==> src/rtl/id_hazard_scoreboard.sv <==
// Decode-stage register hazard / bypass unit built on a per-register pending-writer scoreboard.
// Optional HI/LO tracking is enabled by defining HILO_TRACK_EN.
module id_hazard_scoreboard #(
  parameter int NREGS   = 32,
  parameter int AW      = 5,
  parameter int DW      = 32,
  parameter int NSTAGES = 3,
  parameter int CNT_W   = 2
) (
  input  logic                         clk,
  input  logic                         reset,
  input  logic                         flush,
  input  logic                         rd_en1,
  input  logic [AW-1:0]                rd_addr1,
  input  logic [DW-1:0]                rf_rdata1,
  input  logic                         rd_en2,
  input  logic [AW-1:0]                rd_addr2,
  input  logic [DW-1:0]                rf_rdata2,
  output logic [DW-1:0]                src_value1,
  output logic [DW-1:0]                src_value2,
  input  logic                         issue_valid,
  input  logic                         issue_go,
  input  logic                         issue_we,
  input  logic [AW-1:0]                issue_dest,
  output logic                         ready_go,
  input  logic [NSTAGES*(2+AW+DW)-1:0] fwd_bus,
  input  logic                         retire_we,
  input  logic [AW-1:0]                retire_addr,
`ifdef HILO_TRACK_EN
  input  logic                         issue_hi_we,
  input  logic                         issue_lo_we,
  input  logic                         rd_hi,
  input  logic                         rd_lo,
  input  logic                         retire_hi_we,
  input  logic                         retire_lo_we,
`endif
  output logic [CNT_W+AW-1:0]          busy_count
);

  localparam int SW = 2 + AW + DW;
  localparam logic [CNT_W-1:0] CNT_MAX = '1;

  logic [CNT_W-1:0]    pend_cnt_q [NREGS];
  logic [CNT_W-1:0]    pend_cnt_d [NREGS];
  logic [CNT_W+AW-1:0] busy_q, busy_d;

  logic          m1, m2, v1, v2;
  logic [DW-1:0] d1, d2;
  logic          haz1, haz2, res1, res2, sat_block, same_retire;

  // Scan oldest to youngest so the youngest matching stage wins.
  always_comb begin
    m1 = 1'b0; v1 = 1'b0; d1 = '0;
    m2 = 1'b0; v2 = 1'b0; d2 = '0;
    for (int s = NSTAGES - 1; s >= 0; s--) begin
      if (fwd_bus[s*SW + DW + AW + 1] && fwd_bus[s*SW + DW +: AW] == rd_addr1) begin
        m1 = 1'b1;
        v1 = fwd_bus[s*SW + DW + AW];
        d1 = fwd_bus[s*SW +: DW];
      end
      if (fwd_bus[s*SW + DW + AW + 1] && fwd_bus[s*SW + DW +: AW] == rd_addr2) begin
        m2 = 1'b1;
        v2 = fwd_bus[s*SW + DW + AW];
        d2 = fwd_bus[s*SW +: DW];
      end
    end
    if (rd_addr1 == '0) m1 = 1'b0;
    if (rd_addr2 == '0) m2 = 1'b0;
  end

  assign src_value1 = m1 ? d1 : rf_rdata1;
  assign src_value2 = m2 ? d2 : rf_rdata2;

  assign haz1 = rd_en1 && (rd_addr1 != '0) && (pend_cnt_q[rd_addr1] != '0);
  assign haz2 = rd_en2 && (rd_addr2 != '0) && (pend_cnt_q[rd_addr2] != '0);
  assign res1 = !haz1 || (m1 && v1);
  assign res2 = !haz2 || (m2 && v2);

  assign same_retire = retire_we && (retire_addr == issue_dest);
  assign sat_block   = issue_we && (issue_dest != '0) &&
                       (pend_cnt_q[issue_dest] == CNT_MAX) && !same_retire;

  // Counters saturate at both ends; a same-cycle issue and retire cancel out.
  always_comb begin
    busy_d = '0;
    pend_cnt_d[0] = '0;
    for (int r = 1; r < NREGS; r++) begin
      logic inc, dec;
      inc = issue_go && issue_we && (issue_dest == AW'(r));
      dec = retire_we && (retire_addr == AW'(r));
      pend_cnt_d[r] = pend_cnt_q[r];
      if (inc && !dec && pend_cnt_q[r] != CNT_MAX) pend_cnt_d[r] = pend_cnt_q[r] + 1'b1;
      if (dec && !inc && pend_cnt_q[r] != '0)      pend_cnt_d[r] = pend_cnt_q[r] - 1'b1;
      if (flush) pend_cnt_d[r] = '0;
      busy_d = busy_d + {{AW{1'b0}}, pend_cnt_d[r]};
    end
  end

  always_ff @(posedge clk) begin
    if (reset) begin
      for (int r = 0; r < NREGS; r++) pend_cnt_q[r] <= '0;
      busy_q <= '0;
    end else begin
      for (int r = 0; r < NREGS; r++) pend_cnt_q[r] <= pend_cnt_d[r];
      busy_q <= busy_d;
    end
  end

  assign busy_count = busy_q;

`ifdef HILO_TRACK_EN
  logic [CNT_W-1:0] hi_cnt_q, hi_cnt_d, lo_cnt_q, lo_cnt_d;

  always_comb begin
    hi_cnt_d = hi_cnt_q;
    lo_cnt_d = lo_cnt_q;
    if (issue_go && issue_hi_we && !retire_hi_we && hi_cnt_q != CNT_MAX) hi_cnt_d = hi_cnt_q + 1'b1;
    if (retire_hi_we && !(issue_go && issue_hi_we) && hi_cnt_q != '0)    hi_cnt_d = hi_cnt_q - 1'b1;
    if (issue_go && issue_lo_we && !retire_lo_we && lo_cnt_q != CNT_MAX) lo_cnt_d = lo_cnt_q + 1'b1;
    if (retire_lo_we && !(issue_go && issue_lo_we) && lo_cnt_q != '0)    lo_cnt_d = lo_cnt_q - 1'b1;
    if (flush) begin
      hi_cnt_d = '0;
      lo_cnt_d = '0;
    end
  end

  always_ff @(posedge clk) begin
    if (reset) begin
      hi_cnt_q <= '0;
      lo_cnt_q <= '0;
    end else begin
      hi_cnt_q <= hi_cnt_d;
      lo_cnt_q <= lo_cnt_d;
    end
  end

  // HI/LO have no bypass path: readers wait until every writer has retired.
  assign ready_go = issue_valid && res1 && res2 && !sat_block &&
                    (!rd_hi || hi_cnt_q == '0) && (!rd_lo || lo_cnt_q == '0);
`else
  assign ready_go = issue_valid && res1 && res2 && !sat_block;
`endif

endmodule

==> config.mk <==
export PLATFORM = sky130hd
export DESIGN_NAME = id_hazard_scoreboard
export DESIGN_NICKNAME = d
export VERILOG_FILES = /design/src/rtl/id_hazard_scoreboard.sv
export SDC_FILE = /design/constraint.sdc
export NUM_CORES = 1
export LEC_CHECK = 0
export ABC_AREA = 1
export CELL_PAD_IN_SITES_DETAIL_PLACEMENT = 0
export CELL_PAD_IN_SITES_GLOBAL_PLACEMENT = 1
export CORE_ASPECT_RATIO = 1.1
export CORE_MARGIN = 2
export CORE_UTILIZATION = 31
export CTS_BUF_LIST = sky130_fd_sc_hd__clkbuf_2
export DETAILED_ROUTE_END_ITERATION = 8
export GPL_ROUTABILITY_DRIVEN = 0
export PLACE_DENSITY_LB_ADDON = 0.1
export SYNTH_ARGS = -nofsm -noshare
export SYNTH_HDL_FRONTEND = slang
export SYNTH_SLANG_ARGS = --single-unit
==> constraint.sdc <==
create_clock -name clk -period 7.2 [get_ports clk]
set_input_delay 1.08 -clock clk [delete_from_list [all_inputs] [get_ports clk]]
set_output_delay 1.08 -clock clk [all_outputs]
set_load 0.01 [all_outputs]
==> flow_results.org <==
** Drt
- Detail-routed via count per cell :: roughly 5.1
- Violation count after the first detailed-route iteration :: 810
- Total via count after detailed routing :: 13400
- For this run, the detailed router's first-pass iteration total came to 5.
- In the routed design, unresolved DRC markers number 0.
- Antenna Violating Nets Remaining :: 0
- For this block, the routed nets add up to about 53000 um of wire.
- Wire length per cell after detailed routing :: just over 20 um

** Hold path
- Worst min-delay path category :: register to register

** Logic synthesis
- The most used flip-flop cell after synthesis is sky130_fd_sc_hd__dfxtp_1.
- Counting flops with an async set or reset pin after synthesis yields a share of 0%.
- Warnings, synthesis :: 0
- Synthesis instantiated 46 different standard cells from the library.
- Synthesis produced 1800 cells.
- The average instance in the mapped netlist occupies 5.97 um2.
- The synthesized netlist occupies a cell area of roughly 11000 um2.
- Number of flops mapped to enable cells by yosys :: 0
- Syn nets :: 2139
- Sequential cell area fraction in the yosys report :: between 10% and 20%
- Post-synthesis register bit count :: between 60 and 70

** STA
- Final Hold Viols :: 0
- Setup Skew :: 0.0329 ns
- Final worst-path cycle share :: between 90% and 100%
- Measured against its own limit, the worst slew margin works out to between 40% and 50%.
- Setup violations remaining at the end of the flow were counted as 0.
- The worst path meets setup with roughly 0.26 ns of slack.
- Worst hold margin :: 0.642 ns
- Tightest Pin Transition :: a little under 0.9 ns
- Subtracting the final worst setup slack from the clock period gives slightly below 7 ns.
- Derived from the worst setup path, the maximum achievable clock frequency is roughly 0.14 GHz.
- Number of max-slew violations in the final report :: 0
- In the final timing run, aggregate negative setup slack is 0 ns.

** Placed design
- Number of cells after detailed placement :: approximately 2600
- Once placement finished, the instance area stood at ~15000 um2.
- Detailed placer's ending HPWL :: roughly 43000 um
- Worst slack, placed :: -1.11 ns
- Buffers on Ports :: ~280

** Global route
- First-pass GRT wire length :: 77900 um
- Maximum number of pins on one net before global-route repair :: 70
- Global Route Usage Sum :: 28.5%
- For this run the aggregate overflow at the end of global routing stands at 0.
- The initial antenna violation count was 2.
- The via count of the first global-routing pass is 12700.

** Finish
- The library cell used most frequently in the layout, excluding fill and tap cells, is sky130_fd_sc_hd__nand2_1.
- At the end of the flow the core is filled with cells to 44.4%.
- Area of all placed cells without fillers :: roughly 15000 um2
- Post-route non-filler standard cell count :: around 2600
- Nets :: ~2500
- Most used cells in the layout excluding fill and tap cells :: 449 x sky130_fd_sc_hd__nand2_1, 267 x sky130_fd_sc_hd__clkdlybuf4s50_1, 259 x sky130_fd_sc_hd__inv_1
- Counting the fill cells in the layout gives approximately 3700.
- Share of post-route cells with drive strength above 1 :: about 12%
- Layout area overhead :: 41.3%

** Clocking
- Number of clock buffers inserted by TritonCTS :: 9
- For this design, the CTS-stage hold fixing added 0 buffers.
- Insertion delay of the later-clocked pin in the worst-skew pair :: between 0.6 and 0.7 ns
- The H-tree was split into 3 levels.
- Clk Tree Root Cell :: sky130_fd_sc_hd__clkbuf_2
- The clock drives slightly below 70 sinks.
- Largest buffer count on any clock path :: 2
- CTS tree :: done
- Clock slew at reported path FFs :: 0.22 ns

** Die
- Area of the die :: ~36000 um2
- After floorplanning, the core was sized to cover between 30000 and 40000 um2.
- Die width :: 182 um
- Initial core utilization :: about a third
- Top-Level Pins :: 282
- Die span in y :: about 200 um
- The floorplan has 71 rows.

** Power and ir drop
- Largest voltage drop on the vdd net :: approximately 0.049 mV
- The analysis attributes to cell leakage a power of 6.88 nW.
- Design Power :: between 1 and 1.5 mW
- Power per unit of standard cell area :: 72.0 nW/um2

** Critical path
- The worst setup path is launched from an input port.
- Critical Path Fanout Max :: 5
- Among all stages on the critical path, the largest delay is contributed by sky130_fd_sc_hd__fa_1.
- Endpoint kind of the worst setup timing path :: register
- Required time of the critical path :: roughly 7.7 ns
- The worst setup path is of the input port to register kind.
- CP max stage delay :: ~0.56 ns
- Data on the critical path arrives at its endpoint at 7.45 ns.
- Most prevalent standard cell on the critical path :: sky130_fd_sc_hd__fa_1

** Run status
- The flow ran to the end, and the final reports show no timing, DRC or antenna violations.

** Run
- Across the run, the number of max-cap violations was 0.
==> flip-flops by register name, summed over array words and instances, names as in the netlist <==
name / count
busy_count: 7
pend_cnt_q: 62
==> synthesized netlist by cell type (3+ instances only) <==
| library cell | n | area (um2) |
|---|---|---|
| sky130_fd_sc_hd__nor4_1 | 6 | 37.5 |
| sky130_fd_sc_hd__dfxtp_1 | 69 | 1380 |
| sky130_fd_sc_hd__nand2_2 | 6 | 37.5 |
| sky130_fd_sc_hd__nand4_1 | 11 | 68.8 |
| sky130_fd_sc_hd__a21oi_1 | 58 | 290 |
| sky130_fd_sc_hd__nor2_1 | 255 | 957 |
| sky130_fd_sc_hd__a22oi_1 | 3 | 22.5 |
| sky130_fd_sc_hd__nand2_1 | 453 | 1700 |
| sky130_fd_sc_hd__buf_6 | 7 | 78.8 |
| sky130_fd_sc_hd__o211ai_1 | 23 | 173 |
| sky130_fd_sc_hd__a21boi_0 | 27 | 203 |
| sky130_fd_sc_hd__buf_2 | 31 | 155 |
| sky130_fd_sc_hd__nor3b_1 | 3 | 22.5 |
| sky130_fd_sc_hd__nor2_2 | 6 | 37.5 |
| sky130_fd_sc_hd__fa_1 | 57 | 1140 |
| sky130_fd_sc_hd__xor2_1 | 4 | 35.0 |
| sky130_fd_sc_hd__nand3_2 | 5 | 50.1 |
| sky130_fd_sc_hd__inv_1 | 263 | 987 |
| sky130_fd_sc_hd__or2_0 | 6 | 37.5 |
| sky130_fd_sc_hd__inv_2 | 19 | 71.3 |
| sky130_fd_sc_hd__o22ai_1 | 4 | 25.0 |
| sky130_fd_sc_hd__o21ai_1 | 12 | 60.1 |
| sky130_fd_sc_hd__buf_4 | 9 | 67.6 |
| sky130_fd_sc_hd__ha_1 | 72 | 901 |
| sky130_fd_sc_hd__o21ai_0 | 69 | 345 |
| sky130_fd_sc_hd__clkbuf_1 | 21 | 78.8 |
| sky130_fd_sc_hd__nor3_1 | 34 | 170 |
| sky130_fd_sc_hd__nand3_1 | 162 | 811 |
| sky130_fd_sc_hd__a41oi_1 | 31 | 272 |
| sky130_fd_sc_hd__or3_1 | 4 | 25.0 |
| sky130_fd_sc_hd__a31oi_1 | 30 | 188 |
| sky130_fd_sc_hd__nand3b_1 | 20 | 150 |
==> worst max-delay path: cells and delay by family <==
kind	cells	cell delay (ns)
AOI/OAI and AO/OA	2	0.20
adders and majority gates	9	4.04
buffers and inverters	9	0.85
and+or+nand+nor	9	1.27
==> path summary, 6_finish.rpt <==
check | from | cells after the start | slack (ns) | to
worst max-delay path | issue_we | 29 | 0.26 | busy_count[5]$_SDFF_PP0_
worst min-delay path | pend_cnt_q[16][0]$_SDFF_PP0_ | 3 | 0.64 | pend_cnt_q[16][0]$_SDFF_PP0_
worst max register to register | pend_cnt_q[9][0]$_SDFF_PP0_ | 25 | 0.70 | busy_count[5]$_SDFF_PP0_
worst min register to register | pend_cnt_q[16][0]$_SDFF_PP0_ | 3 | 0.64 | pend_cnt_q[16][0]$_SDFF_PP0_
==> area by class of cell <==
class	instances	area, um2	area share [%]
repair buffers	436	4000	26.3
diodes	2	5.00	0.0330
multi-input cells	1377	8100	53.4
clock inverters	4	17.5	0.115
well taps	438	548	3.61
clock buffers	10	50.0	0.330
inverters	285	1080	7.12
flip-flops and latches	69	1380	9.10
==> report_power, final <==
part	internal [mW]	switching [mW]	total [mW]	leakage (nW)
combinational	0.248	0.257	0.505	6.27
clock	0.0399	0.163	0.203	0.0525
sequential	0.384	0.00119	0.386	0.556
==> routing by layer <==
layer  global-route usage [%]  routed length [um]  vias to the layer above
li1                         -                   -                     6550
met1                     35.1               21900                     6303
met2                     51.2               26000                      500
met3                     4.03                3120                       82
met4                     9.09                1730                        2
met5                        0                  13                        -
==> logic make-up (layout without fill, tap and decap cells) <==
| group | count (synthesis) | after routing | synth area share [%] |
|---|---|---|---|
| AND/OR/NAND/NOR | 981 | 982 | 39.1 |
| buffers and inverters | 355 | 735 | 13.6 |
| AO/OA/AOI/OAI | 261 | 261 | 15.0 |
| adder cells (fa/ha/maj) | 129 | 129 | 19.0 |
| flip-flops | 69 | 69 | 12.9 |
| XOR/XNOR | 5 | 5 | 0.407 |
| other | 0 | 2 | 0 |
==> what timing repair did <==
| item | CTS | global route |
|---|---|---|
| pin swaps | 4 | 19 |
| setup endpoints to repair | 5 | 5 |
| cloned | 0 | 1 |
| resized for setup | 27 | 61 |
| setup buffers | 1 | 4 |
Power figures use the tool's default switching activity.
